$ cat config.mk
export PLATFORM = sky130hd
export DESIGN_NAME = sb_lsu
export DESIGN_NICKNAME = d
export VERILOG_FILES = /design/src/rtl/sb_lsu.sv
export SDC_FILE = /design/constraint.sdc
export NUM_CORES = 1
export LEC_CHECK = 0
export ABC_AREA = 1
export CAP_MARGIN = 20
export CORE_ASPECT_RATIO = 2
export CORE_MARGIN = 5
export CORE_UTILIZATION = 45
export DETAILED_ROUTE_END_ITERATION = 8
export PLACE_DENSITY = 0.81
export SLEW_MARGIN = 25
export SYNTH_ARGS = -nofsm -noshare
export SYNTH_HDL_FRONTEND = slang
export SYNTH_SLANG_ARGS = --single-unit
$ cat constraint.sdc
create_clock -name clk -period 5.7 [get_ports clk]
set_input_delay 1.14 -clock clk [delete_from_list [all_inputs] [get_ports clk]]
set_output_delay 1.14 -clock clk [all_outputs]
set_load 0.05 [all_outputs]
$ cat src/rtl/sb_lsu.sv
// sb_lsu: load/store unit bridging the pipeline's level-held memory request onto a req/gnt/rvalid bus.
// Optional watchdog abort enabled by defining SB_LSU_TIMEOUT_EN.

module sb_lsu_lane #(
  parameter int LANE = 0
) (
  input  logic [1:0]  byte_sel,
  input  logic [1:0]  addr_lo,
  input  logic [31:0] wdata,
  output logic        be,
  output logic [7:0]  wbyte
);
  localparam logic [1:0] L = LANE[1:0];

  always_comb begin
    be    = 1'b1;
    wbyte = wdata[8*LANE +: 8];
    case (byte_sel)
      2'b00: begin
        be    = (addr_lo == L);
        wbyte = wdata[7:0];
      end
      2'b01: begin
        be    = (addr_lo[1] == L[1]);
        wbyte = L[0] ? wdata[15:8] : wdata[7:0];
      end
      default: ;
    endcase
  end
endmodule

module sb_lsu #(
  parameter int ADDR_W         = 32,
  parameter int DATA_W         = 32,
  parameter int TIMEOUT_CYCLES = 255
) (
  input  logic              clk,
  input  logic              rst,
  input  logic              un_sign_i,
  input  logic [1:0]        byte_sel_i,
  input  logic              mem_re_i,
  input  logic              mem_we_i,
  input  logic [ADDR_W-1:0] addr_i,
  input  logic [DATA_W-1:0] wdata_i,
  output logic              hold_o,
  output logic [DATA_W-1:0] rdata_o,
  output logic              rdata_valid_o,
  output logic              misalign_o,
  output logic              bus_err_o,
  output logic              bus_req_o,
  output logic              bus_we_o,
  output logic [ADDR_W-1:0] bus_addr_o,
  output logic [3:0]        bus_be_o,
  output logic [DATA_W-1:0] bus_wdata_o,
  input  logic              bus_gnt_i,
  input  logic              bus_rvalid_i,
  input  logic [DATA_W-1:0] bus_rdata_i
);
  localparam int NUM_LANES = 4;

  typedef enum logic [1:0] {IDLE, REQ, WAIT_R, DONE} state_t;

  typedef struct packed {
    logic [ADDR_W-1:0]          addr;
    logic [1:0]                 sel;
    logic                       uns;
    logic                       we;
    logic [NUM_LANES-1:0]       be;
    logic [NUM_LANES-1:0][7:0]  wdata;
  } req_t;

  state_t state;
  req_t   rq;

  logic                      access, misaligned, start, timeout;
  logic [NUM_LANES-1:0]      be_d;
  logic [NUM_LANES-1:0][7:0] wdata_d;
  logic [7:0]                byte_v;
  logic [15:0]               half_v;
  logic [DATA_W-1:0]         ext_v;

  assign access     = mem_re_i | mem_we_i;
  assign misaligned = (byte_sel_i == 2'b01) ? addr_i[0]
                    : (byte_sel_i == 2'b00) ? 1'b0
                    : (addr_i[1:0] != 2'b00);
  assign start      = (state == IDLE) && access && !misaligned;

  for (genvar g = 0; g < NUM_LANES; g++) begin : g_lane
    sb_lsu_lane #(.LANE(g)) u_lane (
      .byte_sel (byte_sel_i),
      .addr_lo  (addr_i[1:0]),
      .wdata    (wdata_i),
      .be       (be_d[g]),
      .wbyte    (wdata_d[g])
    );
  end

  // Load lane pick uses the captured address, not the live pipeline one.
  always_comb begin
    byte_v = 8'(bus_rdata_i >> {rq.addr[1:0], 3'b000});
    half_v = rq.addr[1] ? bus_rdata_i[31:16] : bus_rdata_i[15:0];
    case (rq.sel)
      2'b00:   ext_v = {{24{~rq.uns & byte_v[7]}}, byte_v};
      2'b01:   ext_v = {{16{~rq.uns & half_v[15]}}, half_v};
      default: ext_v = bus_rdata_i;
    endcase
  end

`ifdef SB_LSU_TIMEOUT_EN
  localparam int TW_RAW = $clog2(TIMEOUT_CYCLES + 1);
  localparam int TW     = (TW_RAW < 8) ? 8 : ((TW_RAW > 16) ? 16 : TW_RAW);
  logic [TW-1:0] to_cnt;

  assign timeout = ((state == REQ) || (state == WAIT_R)) &&
                   (to_cnt == TW'(TIMEOUT_CYCLES - 1));

  always_ff @(posedge clk or posedge rst) begin
    if (rst)                                  to_cnt <= '0;
    else if ((state == REQ) || (state == WAIT_R)) to_cnt <= to_cnt + 1'b1;
    else                                      to_cnt <= '0;
  end
`else
  assign timeout = 1'b0;
`endif

  always_ff @(posedge clk or posedge rst) begin
    if (rst) begin
      state         <= IDLE;
      rq            <= '0;
      rdata_o       <= '0;
      rdata_valid_o <= 1'b0;
      misalign_o    <= 1'b0;
      bus_err_o     <= 1'b0;
    end else begin
      rdata_valid_o <= 1'b0;
      misalign_o    <= 1'b0;
      bus_err_o     <= 1'b0;
      case (state)
        IDLE: begin
          if (access && misaligned) misalign_o <= 1'b1;
          if (start) begin
            rq <= '{addr: addr_i, sel: byte_sel_i, uns: un_sign_i,
                    we: mem_we_i & ~mem_re_i, be: be_d, wdata: wdata_d};
            state <= REQ;
          end
        end
        REQ: begin
          if (timeout) begin
            rdata_o   <= '0;
            bus_err_o <= 1'b1;
            state     <= DONE;
          end else if (bus_gnt_i) begin
            state <= rq.we ? DONE : WAIT_R;
          end
        end
        WAIT_R: begin
          if (timeout) begin
            rdata_o   <= '0;
            bus_err_o <= 1'b1;
            state     <= DONE;
          end else if (bus_rvalid_i) begin
            rdata_o       <= ext_v;
            rdata_valid_o <= 1'b1;
            state         <= DONE;
          end
        end
        default: state <= IDLE;
      endcase
    end
  end

  assign hold_o      = start || (state == REQ) || (state == WAIT_R);
  assign bus_req_o   = (state == REQ);
  assign bus_we_o    = rq.we;
  assign bus_addr_o  = {rq.addr[ADDR_W-1:2], 2'b00};
  assign bus_be_o    = rq.be;
  assign bus_wdata_o = rq.wdata;
endmodule

==> impl_results.md <==
* Worst clock skew at 0.01122 ns
* Site Rows at 58
* PwrDens at 668.3 nW/µm²
* FF+latch count, synth at 108
* Post-synthesis adder-cell area fraction at 0.008809
* Filler Cell Count at 1113
* CP startpoint kind: input pin
* CTS tree: built
* Worst-case vdd ir drop at 0.4030 mV
* Setup tns final at 0 ns
* CTS root buffer: clkbuf_16
* Post-synthesis mux area share at 0
* Post-CTS setup buffers at 0
* Netlist cell types at 33
* WS Path Type: input pin to primary output
* Final Routed Wirelength at 16230 µm
* Placer Congestion at 0.8774
* Crit path DAT at 2.54 ns
* Drt drc at 0
* Bufs on Longest Clock Path at 2
* RSZ-0062 raised after global routing: no
* Area share of the largest cell type after synthesis at 0.4757
* WP data required at 4.56 ns
* Tot GR Track Use at 0.2189
* Fin crit share at 0.6450
* Xor/xnor cell area share of the yosys netlist at 0
* Area delta synth->final at 33.43%
* Worst setup startpoint: byte_sel_i[1]
* EDFF count, synth at 0
* Hold Path Class: flop to flop
* Initial core utilization at 0.4552
* Slew Limit Fails at 0
* Synthesized area per cell at 7.958 µm²
* Placed Cells at 975
* Fmax at 272.0 MHz
* Count leader, synth: nand2_1
* PortBufs at 207
* Synth top area cells: dfrtp_1, nand2_1, buf_4
* Largest area contributor in the netlist: dfrtp_1
* Number of primary I/O pins at 211
* HP Start: rdata_o[8]
* Post-synthesis simple-gate area fraction at 0.2431
* Largest net degree at the start of global routing at 70
* Slew @ Worst Pin at 0.8717 ns
* Initial antenna violation count at 0
* Worst setup EP type: primary output
* Status: finished clean
* Post-CTS Resized at 0
* Post-DR wirelength/cell at 16.38 µm
* Leak at 3.580 nW
* Maxcap violations at 0
* CORE AREA at 12480 µm²
* Reg2Reg Depth at 9
* Htree depth at 3
* Total grt overflow at 0
* Compound-cell area share of the yosys netlist at 0.1202
* Final setup fails at 0
* Later-pin clock latency in the skew report at 0.34 ns
* Global-route wire length before repair at 25590 µm
* Vias in the first global route at 5021
* Async S/R FF share, synth at 1.000
* Cts bufs inserted at 9
* Chip height at 168.9 µm
* Initial drt markers at 292
* Yosys warns at 0
* # diodes at 0
* Largest family of logic cells by synthesized area: simple AND/OR/NAND/NOR gates
* Primary FF master, synth: dfrtp_1
* R2r endpoint: bus_wdata_o[18]
* Max-Slew Margin vs Limit at 0.4188
* FF-to-FF Start: state[0]
* Clock transition at path regs at 0.07 ns
* Pre-antenna DRT Iters at 5
* NumNets Final at 945
* Crit-path max FO at 35
* Fin. Hold Viols at 0
* Register area share after synthesis at 0.4757
* Most frequent cells after synthesis: nand2_1, dfrtp_1, buf_4
* Hpwl dp at 12240 µm
* DR vias/cell at 4.981
* Fin cells at 991
* ANT nets after route at 0
* Die area at 15110 µm²
* CTS Sinks at 108
* Die Span X at 89.46 µm
* Critical Path Sink: hold_o
* R2R setup slack at 3.37 ns
* Min Tclk post-route at 3.676 ns
* Share of layout cells above drive strength 1 at 0.05707
* Synth Cell Area at 5682 µm²
* Via count at 4936
* Post-Synthesis Cells at 714
* CTS Hold Bufs at 0
layer usage:
layer / routed length, µm / part of all wire / global-route usage
met1: 5862 / 0.36 / 0.2477
met5: 0 / 0 / 0
met3: 936 / 0.058 / 0.03166
met4: 640 / 0.039 / 0.1037
met2: 8793 / 0.54 / 0.3893
worst min-delay path by stage:
stage	cells after the start	to	slack, ns
after floorplan	2	bus_addr_o[10]	0.45
after global placement	2	bus_addr_o[15]	0.46
after detailed placement	2	bus_addr_o[2]	0.46
after CTS	2	rdata_o[8]	0.48
after global routing	2	rdata_o[14]	0.49
final	2	rdata_o[8]	0.48
flip-flops by register name, summed over array words and instances (netlist names):
register       cells
rdata_o           32
state              2
bus_wdata_o       32
misalign_o         1
bus_be_o           4
bus_we_o           1
rdata_valid_o      1
bus_addr_o        30
rq                 5
critical path, cell delays in order:
cell and delay [ns]:
clkdlybuf4s50_1 0.45, buf_4 0.30, nand2_1 0.09, nand2_1 0.08, o21ai_2 0.09, nand2_2 0.12
nand3_1 0.07, buf_4 0.19
layout by cell type (no fill, tap or decap), types with 10 or more instances in the layout:
| cell type | Yosys | routed |
|---|---|---|
| a21oi_1 | 41 | 41 |
| a21oi_2 | 10 | 10 |
| clkdlybuf4s50_1 | 0 | 206 |
| dfrtp_1 | 108 | 108 |
| inv_1 | 27 | 26 |
| nand2_1 | 277 | 277 |
| nand3_1 | 26 | 26 |
| nor2_1 | 32 | 32 |
| o21ai_0 | 46 | 46 |
area by class of cell:
class | count | area (µm²) | area share
Multi-Input combinational cell | 472 | 2126 | 0.2804
Inverter | 32 | 130.1 | 0.01716
Sequential cell | 108 | 2703 | 0.3565
Clock buffer | 11 | 252.7 | 0.03334
Clock inverter | 5 | 67.56 | 0.008912
Timing Repair Buffer | 213 | 2115 | 0.2789
Tap cell | 150 | 187.7 | 0.02476
through the flow:
stage	power [mW]	area (µm²)	hold WS (ns)	util	setup slack [ns]
finish	5.066	7581	0.4821	0.6074	2.024
global route	5.355	7581	0.4932	0.6074	1.866
floorplan	3.746	5689	0.4500	-	1.714
CTS	5.109	7581	0.4841	0.6074	2.013
global placement	4.380	7261	0.4605	0.5817	2.016
detailed placement	4.428	7261	0.4648	0.5817	2.013
power by group:
group,switching (mW),internal (mW)
registers,0.230,1.13
logic,2.07,0.965
clock network,0.296,0.372
logic make-up after synthesis:
kind of cell,Yosys count
flops,108
fa+ha+maj,4
other cells,1
buf+inv,136
simple gates,344
compound gates,121
No activity file was read; power rests on OpenSTA's default activity.
==> variant 1, RTL diff (config.mk and constraints unchanged) <==
Encoding of `state_t`: now one-hot (4 bits for 4 states).
--- a/src/rtl/sb_lsu.sv
+++ b/src/rtl/sb_lsu.sv
@@ -58,7 +58,7 @@
 );
   localparam int NUM_LANES = 4;
 
-  typedef enum logic [1:0] {IDLE, REQ, WAIT_R, DONE} state_t;
+  typedef enum logic [3:0] {IDLE = 4'b0001, REQ = 4'b0010, WAIT_R = 4'b0100, DONE = 4'b1000} state_t;
 
   typedef struct packed {
     logic [ADDR_W-1:0]          addr;
Check against the original RTL: same outputs for any inputs over 4 cycles, from zero or initial values and one cycle with rst high; so few cycles prove little.
==> variant 1 against the unedited design <==
- combinational power decreased by 2%
- sequential cell count grew 2
- worst setup slack worse by 0.24 ns
- area after synthesis up 3.5%
- design area rose by 2.9%
- via count up 2.1%
- clock skew is 0.0023 ns lower
- non-clock buffer count down 1
- routed wire length grew 1.6%
- critical path depth fell by 1
- synthesized cell count rose by 5.3%
- power grew 0.28%
==> variant 1: results (changes against the unedited design) <==
* Leak at 3.861 nW (+7.8%)
* Met3 GRT Util at 0.04289 (+0.01123)
* Int Power at 2.531 mW (+2.6%)
* Clock skew at 0.008908 ns (-0.002313 ns)
* Routed length on met3 at 827 µm (-12%)
* Signal buffers share of area at 0.2701 (-0.008793)
* Reg area at 0.002754 mm² (+1.9%)
* Number of global-route vias before repair at 5029 (+0.16%)
* Placer Congestion at 0.9387 (+7.0%)
* Layout Nets at 979 (+3.6%)
* HPWL Detailed at 12250 µm (about the same)
* Synth Area in Adders at 0 (-0.008809)
* Multi-In Gates at 475 (+0.64%)
* Plain + repair buffers at 212 (-0.47%)
* RR Startpoint: state[1]
* Total power at 5.081 mW (+0.28%)
* Status: finished, final reports clean
* Hold Crit Start: bus_wdata_o[20]
* FILL cells at 1156 (+3.9%)
* First-pass GRT wire length at 25530 µm (-0.24%)
* RR Endpoint: bus_we_o
* Number of DRC markers in iteration 0 at 239 (-18%)
* GRT Total Usage at 0.2060 (-0.01290)
* Routed wl met2 at 9137 µm (+3.9%)
* Layout clock buffers at 9 (-2)
* Distinct cells, synth at 30 (-9.1%)
* Post-synthesis register bit count at 110 (+1.9%)
* Non-clock inverter count in the final layout at 66 (+110%)
* Hold Path End: bus_wdata_o[20]
variant 1: cell types whose count changed in the layout (fill, tap and decap cells not counted), sizes merged, moves of 4 or more:
cell   delta
nand2     -9
o21a      -9
inv      +35
a21oi     +7
nor2      -4
nand3    -12
nand4     +4
o21ai    +10
or2      +23
ha        -4
variant 1: per-stage QoR:
stage	util	hold slack [ns]	instances	worst slack [ns]	area, µm²
2_1_floorplan	-	0.4500	754	1.659	5888
3_3_place_gp	0.5766	0.4612	1015	1.506	7448
3_5_place_dp	0.5766	0.4639	1015	1.439	7448
4_1_cts	0.6038	0.4835	1031	1.766	7800
5_1_grt	0.6038	0.5025	1031	1.552	7800
6_report	0.6038	0.4778	1031	1.785	7800
variant 1: worst max-delay path, cell delays in order:
cell and delay [ns]:
clkdlybuf4s50_1 0.67, nor2_1 0.12, inv_2 0.25, nand2_1 0.17, nand2_4 0.10, nand3_1 0.10
buf_4 0.22
==> variant 2, RTL diff (same settings) <==
Made on the original files. The parameter `ADDR_W` goes from 32 to 48.
--- a/src/rtl/sb_lsu.sv
+++ b/src/rtl/sb_lsu.sv
@@ -30,7 +30,7 @@
 endmodule
 
 module sb_lsu #(
-  parameter int ADDR_W         = 32,
+  parameter int ADDR_W         = 48,
   parameter int DATA_W         = 32,
   parameter int TIMEOUT_CYCLES = 255
 ) (
Interface: changed (resized addr_i and bus_addr_o); port bits go from 211 to 243. No check against the original RTL was run, so the function may have changed too.
==> variant 2 against the unedited design <==
- global-route usage is 1.1 points higher
- final cell count is 15% higher
- first-iteration DRC count is 9.9% higher
- sequential cell count is 16 higher
- routed wire length is 19% higher
- via count is 12% higher
- area after synthesis is 13% higher
- power is 21% higher
- design area is 16% higher
- worst setup slack worse by 0.35 ns
==> variant 2: results (changes against the unedited design) <==
* Status: finished, final reports clean
* Max H-tree Level at 4 (+1)
* Vias at 5543 (+12%)
* Share of cells above drive strength 1 at 0.06604 (+0.008963)
* Crit Path Max Fanout at 26 (-26%)
* Compound-Gate Fraction of Synth Area at 0.1036 (-0.01664)
* Max transition margin at 0.4605 (+0.04168)
* Worst Hold Depth at 2 (unchanged)
* Worst skew pair latency at 0.41 ns (+0.07 ns)
* Routed Wire Length at 19320 µm (+19%)
* Post-synthesis xor/xnor area fraction at 0 (unchanged)
* Placer Congestion at 0.8913 (+1.6%)
* Router iterations before antenna repair at 6 (+1)
* Hold Path End: rdata_o[8]
* Root Buffer: clkbuf_16
* Residual DRC at 0 (unchanged)
* Register area share after synthesis at 0.4848 (+0.009088)
* RR Startpoint: state[0]
* R2R cell count at 8 (-1)
* Number of DRC markers in iteration 0 at 321 (+9.9%)
* Synth warn at 0 (unchanged)
* Initial antenna violation count at 1 (+1)
* Synth Area in Adders at 0.007819 (-0.0009900)
* GRT Total Usage at 0.2302 (+0.01131)
* HP Class: flip-flop to flip-flop
* HPWL Detailed at 14550 µm (+19%)
* Asr flop ratio synth at 1.000 (unchanged)
* Largest net degree at the start of global routing at 75 (+7.1%)
* First-pass GRT wire length at 29130 µm (+14%)
* Worst endpoint data arrival time at 2.88 ns (+0.34 ns)
* CTS clk-pin slew, worst paths at 0.05 ns (-0.02 ns)
* RR Endpoint: rq[37]
* Clock skew at 0.01069 ns (-0.0005335 ns)
* Leak at 4.184 nW (+17%)
* Total CTS buffers at 17 (+8)
* Max Buffers Root-to-Sink at 2 (unchanged)
* Distinct cells, synth at 30 (-9.1%)
* PortBufs at 239 (+15%)
* Layout Nets at 1066 (+13%)
* Max FFs per register at 46
* Post-CTS setup buffers at 0 (unchanged)
* R2R setup slack at 3.17 ns (-0.20 ns)
* Ranking of synthesized cells by area: dfrtp_1, nand2_1, buf_4
* Resize count post-CTS at 0 (unchanged)
* Mux contribution to synthesized area at 0 (unchanged)
* Peak supply drop at 0.3844 mV (-4.6%)
* Synth cell count leaders: nand2_1, dfrtp_1, buf_4
* Dpl ws at 1.683 ns (-0.3301 ns)
* Hold Crit Start: rdata_o[8]
[variant 2: changes by cell type in the layout (fill, tap and decap cells not counted), moves of 4 or more]
cell             delta
clkbuf_16           +8
clkdlybuf4s50_1    +32
dfrtp_1            +16
nand2_1            +48
nand3_1             +6
o21ai_0             -4
[variant 2: cells by family after synthesis]
group                      after synthesis
adders and majority gates                4
buffers and inverters                  156
and+or+nand+nor                        396
other                                    1
AOI/OAI and AO/OA                      117
DFF                                    124
[variant 2: worst max path at each step]
| stage | startpoint | to | slack, ns | cells after the start |
|---|---|---|---|---|
| 6_report | byte_sel_i[1] | hold_o | 1.68 | 7 |
| 5_1_grt | byte_sel_i[1] | hold_o | 1.54 | 7 |
| 4_1_cts | byte_sel_i[1] | hold_o | 1.68 | 7 |
| 3_5_place_dp | byte_sel_i[1] | hold_o | 1.68 | 7 |
| 3_3_place_gp | byte_sel_i[0] | rq[37] | 1.71 | 6 |
| 2_1_floorplan | rst | bus_addr_o[10] | 1.26 | 1 |
[variant 2: power breakdown]
group          total, mW  internal [mW]  switching, mW
clock network       1.12          0.716          0.406
registers           1.55           1.30          0.256
logic               3.44           1.08           2.36
[variant 2: per-stage QoR]
step           hold WS, ns  instance area, µm²  std cells  total power, mW  utilization
6_report            0.4730                8831       1144            6.120       0.6323
4_1_cts             0.4794                8828       1143            6.160       0.6321
3_5_place_dp        0.4639                8209       1111            5.018       0.5877
5_1_grt             0.4879                8831       1144            6.429       0.6323
2_1_floorplan       0.4500                6409        800            4.268            -
3_3_place_gp        0.4613                8207       1111            4.969       0.5876
[variant 2: area by class of cell]
| class | count | area (µm²) |
|---|---|---|
| Fill cell | 1184 | 5136 |
| Sequential cell | 124 | 3103 |
| Timing Repair Buffer | 246 | 2442 |
| Multi-Input combinational cell | 520 | 2300 |
| Clock buffer | 20 | 456.7 |
| Tap cell | 189 | 236.5 |
| Clock inverter | 12 | 162.7 |
| Inverter | 32 | 127.6 |
| Antenna cell | 1 | 2.502 |
[variant 2: routing by layer]
metal,vias to the layer above,wire length (µm),track usage
li1,2716,-,-
met1,2568,6554,0.2362
met2,209,10730,0.4176
met3,50,1084,0.04704
met4,0,958,0.1423
met5,-,0,0
[variant 2: critical path: stages]
cell and delay, ns:
clkdlybuf4s50_1 0.67, nand2_1 0.09, nand2_1 0.08, o21ai_2 0.08, nand2_2 0.40, nand3_1 0.18
buf_4 0.24
